===== src/rtl/sync_fifo_flags.sv =====
// sync_fifo_flags
// Single-clock FIFO with occupancy count, programmable almost-full/almost-empty
// thresholds, overflow/underflow pulses, and an optional first-word-fall-through
// read port. Intended for producer/consumer stages sharing one clock.
//
// Handshake: a write is taken when wt_en is high and the FIFO is not full, or
// when it is full but a read pops in the same cycle. A read is taken when rd_en
// is high and the FIFO is not empty; a read against an empty FIFO is refused
// even if a write lands in the same cycle. Refused requests raise overflow or
// underflow for exactly one cycle. All flags and count are registered and
// reflect accepted operations from the previous clock edge.
module sync_fifo_flags #(
  parameter int DEPTH      = 16,
  parameter int DATA_WIDTH = 8,
  parameter int PTR_WIDTH  = $clog2(DEPTH),
  parameter int AF_LEVEL   = DEPTH - 2,
  parameter int AE_LEVEL   = 2,
  parameter int FWFT       = 0
) (
  input  logic                  clk,
  input  logic                  rst,
  input  logic                  wt_en,
  input  logic [DATA_WIDTH-1:0] wdata,
  input  logic                  rd_en,
  output logic [DATA_WIDTH-1:0] rdata,
  output logic                  full,
  output logic                  empty,
  output logic                  almost_full,
  output logic                  almost_empty,
  output logic [PTR_WIDTH:0]    count,
  output logic                  overflow,
  output logic                  underflow
);

  // Pointers carry one extra wrap bit so full and empty are distinguishable
  // when the low address bits coincide.
  localparam int CW = PTR_WIDTH + 1;

  localparam logic [PTR_WIDTH:0] DEPTH_C = CW'(DEPTH);
  localparam logic [PTR_WIDTH:0] ONE_C   = CW'(1);
  localparam logic [PTR_WIDTH:0] AF_C    = CW'(AF_LEVEL);
  localparam logic [PTR_WIDTH:0] AE_C    = CW'(AE_LEVEL);

  // Storage (never reset: contents are only meaningful between the pointers)
  logic [DATA_WIDTH-1:0] mem_q [DEPTH];

  // Pointer and flag state
  logic [PTR_WIDTH:0] wp_q, wp_d;
  logic [PTR_WIDTH:0] rp_q, rp_d;
  logic [PTR_WIDTH:0] count_q, count_d;
  logic               full_q, full_d;
  logic               empty_q, empty_d;
  logic               af_q, af_d;
  logic               ae_q, ae_d;
  logic               ovf_q, ovf_d;
  logic               udf_q, udf_d;

  // Acceptance decisions
  logic rd_acc;
  logic wr_acc;

  // Acceptance depends only on registered flags plus the current requests,
  // so there is no loop from the requests back into the flags.
  always_comb begin
    rd_acc = rd_en & ~empty_q;
    wr_acc = wt_en & (~full_q | rd_acc);
  end

  // Next-state pointers, occupancy and flags computed from the accepted ops.
  always_comb begin
    wp_d = wp_q;
    rp_d = rp_q;
    if (wr_acc) begin
      wp_d = wp_q + ONE_C;
    end
    if (rd_acc) begin
      rp_d = rp_q + ONE_C;
    end
    // Modular subtraction handles pointer wrap naturally.
    count_d = wp_d - rp_d;
    full_d  = (count_d == DEPTH_C);
    empty_d = (count_d == '0);
    af_d    = (count_d >= AF_C);
    ae_d    = (count_d <= AE_C);
    ovf_d   = wt_en & ~wr_acc;
    udf_d   = rd_en & ~rd_acc;
  end

  // Register pointers, flags and error pulses; reset discards all stored words.
  always_ff @(posedge clk) begin
    if (rst) begin
      wp_q    <= '0;
      rp_q    <= '0;
      count_q <= '0;
      full_q  <= 1'b0;
      empty_q <= 1'b1;
      af_q    <= 1'b0;
      ae_q    <= 1'b1;
      ovf_q   <= 1'b0;
      udf_q   <= 1'b0;
    end else begin
      wp_q    <= wp_d;
      rp_q    <= rp_d;
      count_q <= count_d;
      full_q  <= full_d;
      empty_q <= empty_d;
      af_q    <= af_d;
      ae_q    <= ae_d;
      ovf_q   <= ovf_d;
      udf_q   <= udf_d;
    end
  end

  // Memory write on accepted writes; reset blocks the write in its cycle.
  always_ff @(posedge clk) begin
    if (!rst && wr_acc) begin
      mem_q[wp_q[PTR_WIDTH-1:0]] <= wdata;
    end
  end

  generate
    if (FWFT != 0) begin : g_fwft
      // Head word is presented combinationally from memory whenever data is
      // present; a pop moves rp and the next head shows after the edge.
      // While empty the output is forced to zero so it is clean after reset.
      always_comb begin
        rdata = '0;
        if (!empty_q) begin
          rdata = mem_q[rp_q[PTR_WIDTH-1:0]];
        end
      end
    end else begin : g_reg
      logic [DATA_WIDTH-1:0] rdata_q;

      // Registered read: capture the head on an accepted read, hold otherwise.
      // On a full-FIFO read+write the memory write is non-blocking, so the
      // old head is captured even though both pointers address one slot.
      always_ff @(posedge clk) begin
        if (rst) begin
          rdata_q <= '0;
        end else if (rd_acc) begin
          rdata_q <= mem_q[rp_q[PTR_WIDTH-1:0]];
        end
      end

      // Drive the registered read data onto the output.
      always_comb begin
        rdata = rdata_q;
      end
    end
  endgenerate

  // Outputs come straight from registers.
  always_comb begin
    full         = full_q;
    empty        = empty_q;
    almost_full  = af_q;
    almost_empty = ae_q;
    count        = count_q;
    overflow     = ovf_q;
    underflow    = udf_q;
  end

endmodule


===== config.mk =====
export PLATFORM = sky130hd
export DESIGN_NAME = sync_fifo_flags
export DESIGN_NICKNAME = d
export VERILOG_FILES = /design/src/rtl/sync_fifo_flags.sv
export SDC_FILE = /design/constraint.sdc
export NUM_CORES = 1
export LEC_CHECK = 0
export CORE_MARGIN = 4
export CORE_UTILIZATION = 48
export CTS_BUF_LIST = sky130_fd_sc_hd__clkbuf_8
export DETAILED_ROUTE_END_ITERATION = 8
export PLACE_DENSITY_LB_ADDON = 0.12
export SYNTH_ARGS = -nofsm -noshare
export SYNTH_HDL_FRONTEND = slang
export SYNTH_SLANG_ARGS = --single-unit
export TNS_END_PERCENT = 1

===== constraint.sdc =====
create_clock -name clk -period 7.7 [get_ports clk]
set_clock_uncertainty 0.05 [all_clocks]
set_input_delay 1.925 -clock clk [delete_from_list [all_inputs] [get_ports clk]]
set_output_delay 1.925 -clock clk [all_outputs]
set_load 0.02 [all_outputs]

==> qor.tcl <==
set qor(critical_path.cell_chain) {clkdlybuf4s50_1 > nor2b_1 > nand4_1 > xor2_1 > ha_1 > o311a_1 > a311o_1 > xnor2_1 > or2_1 > and4b_1}
set qor(synth_enable_flop_cells) 128
set qor(leakage_nw) 2.22
set qor(crit_type) {in2reg}
set qor(combPwrFrac_pct) 17.8
set qor(timing.slew.headroom_pct) 45.4
set qor(worstHoldPathType) {reg2reg}
set qor(yosys.cell_types.count) 37
set qor(antenna_left) 0
set qor(achievable-frequency_mhz) 212
set qor(num-fill-cells) 1023
set qor(totalNegativeSetupSlack_ps) 0
set qor(antenna_found_initial) 0
set qor(routed_wire_length_per_instance_um) 19.7
set qor(globalRouteOverflowTotal) 0
set qor(fp.dieArea_mm2) 0.0147
set qor(dp_hpwl_mm) 7.60
set qor(post_drt_via_cell_ratio) 5.37
set qor(start_util_pct) 48.9
set qor(die_x_um) 121
set qor(clock_tree.root_cell) {clkbuf_8}
set qor(syn_area_per_cell_um2) 18.2
set qor(seq_area_frac_synth_pct) 71.7
set qor(synthesis.instances) 340
set qor(switchingPower_uw) 489
set qor(netSwitchingFraction_pct) 26.4
set qor(synth_seq_cells) 157
set qor(period_share_pct) 61.4
set qor(drt-initial-drc-count) 326
set qor(synth.yosys.warnings) 0
set qor(layout-drive-gt1-share_pct) 20.4
set qor(sink_count) 157
set qor(power.share.clock_pct) 29.7
set qor(insertion_delay_ps) 440
set qor(multi_input_comb_area_mm2) 0.00164
set qor(n_antenna_cell) 0
set qor(worst_ep_required_time_ps) 7990
set qor(placedInstanceArea_mm2) 0.00667
set qor(resized_after_cts) 0
set qor(run_status) {finished clean}
set qor(synthesis.area_mm2) 0.00617
set qor(synth_area_leader_cell) {edfxtp_1}
set qor(rsz0062_at_grt) {no}
set qor(final_net_count) 400
set qor(firstDrtPassIters) 4
set qor(p_int_mw) 1.37
set qor(seq_area_mm2) 0.00443
set qor(placement_rows) 41
set qor(drv_cap) 0
set qor(routabilityCongestion) 0.815
set qor(critical_path.max_fanout) 11
set qor(setup.worst_path.start_class) {primary input}
set qor(crit_path_end_kind) {register}
set qor(die_y_um) 121
set qor(grt_pass1_wl_mm) 17.6
set qor(arrival_ps) 5010
set qor(worst_path_max_delay_cell) {nor2b_1}
set qor(timing_hold_violations_final) 0
set qor(worstPathBufferInverterCount) 1
set qor(cell_family_with_the_largest_share_of_critical_path_delay) {simple AND/OR/NAND/NOR gates}
set qor(power.ir.vdd_worst_mv) 0.122
set qor(total_grt_usage_pct) 16.6
set qor(share_seq_of_total_power_pct) 52.5
set qor(ctsHtreeMaxLevel) 4
set qor(synthTopCellsByArea) {edfxtp_1 (62%), mux4_2 (15%), dfxtp_1 (9.4%), ha_1 (1.6%), nor2_1 (1.6%)}
set qor(yosys.cell_count.top_type) {edfxtp_1}
set qor(post_cts_hold_buffer_count) 0
set qor(drc) 0
set qor(setup_viol) 0
set qor(worstMarginPinSlew_ps) 816
set qor(synth.top_cells.by_count) {edfxtp_1 (128), mux4_2 (40), dfxtp_1 (29)}
set qor(post-cts-setup-buffer-count) 0
set qor(numCtsBuffers) 17
set qor(async_flop_share_pct) 0
set qor(clockBufferDepth) 2
set qor(grt_start_max_net_pins) 34
set qor(power.density_cell_area_mw_per_mm2) 264
set qor(synth_nets) 361
set qor(dominantRegCellSynth) {edfxtp_1}
set qor(grt_pass1_vias) 3066
set qor(maxSlewViolCount) 0
set qor(core_region_area_mm2) 0.0126
set qor(cts_tree) {done}
set qor(portBuffers) 30
set qor(timing.final.crit_period_ps) 4730
set qor(postLayoutCellArea_mm2) 0.00702
set qor(io_pins) 31
set qor(detail_route.wirelength_mm) 11.1
set qor(clk_transition_reported_paths_ps) 80
set qor(area.growth.synth_to_final_pct) 13.7
set qor(critical-path-max-stage-delay_ps) 600
set qor(post-synth-top-area-fraction_pct) 62.2
set qor(vias_post_dr) 3031
metrics by stage:
| stage | total power, mW | hold slack [ps] | setup slack [ps] | std cells | utilization [%] |
|---|---|---|---|---|---|
| final | 1.85 | 406 | 2970 | 564 | 55.6 |
| after global routing | 1.94 | 429 | 2800 | 564 | 55.6 |
| after CTS | 1.88 | 409 | 3000 | 564 | 55.6 |
| after detailed placement | 1.33 | 397 | 2530 | 532 | 52.8 |
| after global placement | 1.32 | 397 | 2560 | 532 | 52.8 |
| after floorplan | 1.21 | 437 | 3230 | 340 | - |
final timing paths:
check	start	endpoint	slack (ps)	cells after the start
worst max-delay path	rd_en	full$_SDFF_PP0_	2970	10
worst min register to register	rdata[0]$_SDFFE_PP0P_	rdata[0]$_SDFFE_PP0P_	410	2
worst max register to register	rp_q[0]$_SDFF_PP0_	almost_full$_SDFF_PP0_	4330	9
worst min-delay path	rdata[0]$_SDFFE_PP0P_	rdata[0]$_SDFFE_PP0P_	410	2
worst reg2reg max path, delay by kind of cell, from the launching register on:
family	cells	cell delay, ps
AOI/OAI and AO/OA	3	560
xor gates and xnor gates	1	170
adders and majority gates	3	1030
buffers and inverters	1	490
DFF	1	660
muxes	1	310
power groups by stage:
| stage | combinational [mW] | sequential, mW | clock, mW |
|---|---|---|---|
| floorplan | 0.205 | 1.01 | 0 |
| global placement | 0.329 | 0.994 | 0 |
| CTS | 0.334 | 0.975 | 0.567 |
| global route | 0.355 | 0.981 | 0.603 |
| detailed placement | 0.333 | 0.995 | 0 |
| finish | 0.330 | 0.973 | 0.552 |
per-layer routing:
metal | share of wire, % | track usage (%) | vias up
met2 | 48 | 25.3 | 62
met4 | 1.5 | 6.51 | 0
met5 | 0 | 0 | -
li1 | - | - | 1398
met1 | 46 | 23.3 | 1557
met3 | 3.9 | 4.10 | 14
sequential cells by signal, indices dropped and copies added, names as in the netlist:
register      count
almost_empty      1
almost_full       1
count             5
empty             1
full              1
mem_q           128
overflow          1
rdata             8
rp_q              5
underflow         1
wp_q              5
layout make-up:
type	instances	share of cell area, %
timing repair buffer	37	5.02
multi-input combinational	158	23.4
clock inverter	15	1.75
sequential	157	63.0
tap	172	3.06
clock buffer	17	3.33
inverter	8	0.428
placed cells by master (no fill, tap or decap), drive strengths merged, types with 2 or more instances in the layout:
cell and count:
edfxtp 128, mux4 40, clkdlybuf4s50 30, dfxtp 29
nor2 26, nand2 25, clkbuf 17, xnor2 10
inv 10, a21oi 9, ha 8, clkinv 8
buf 7, nor3 5, nor2b 4, xor2 4
clkinvlp 4, nand2b 4, nand4 3, a211oi 2
or2 2
kinds of logic (layout without fill, tap and decap cells):
kind of cell,Yosys count,after routing,share of synthesized area [%]
DFF,157,157,71.7
adders and majority gates,10,10,2.11
AOI/OAI and AO/OA,20,20,2.25
muxes,42,42,14.9
buffers and inverters,25,77,1.76
xor gates and xnor gates,14,14,1.99
and+or+nand+nor,72,72,5.31
Note: power is estimated with default switching activity, not from simulation.
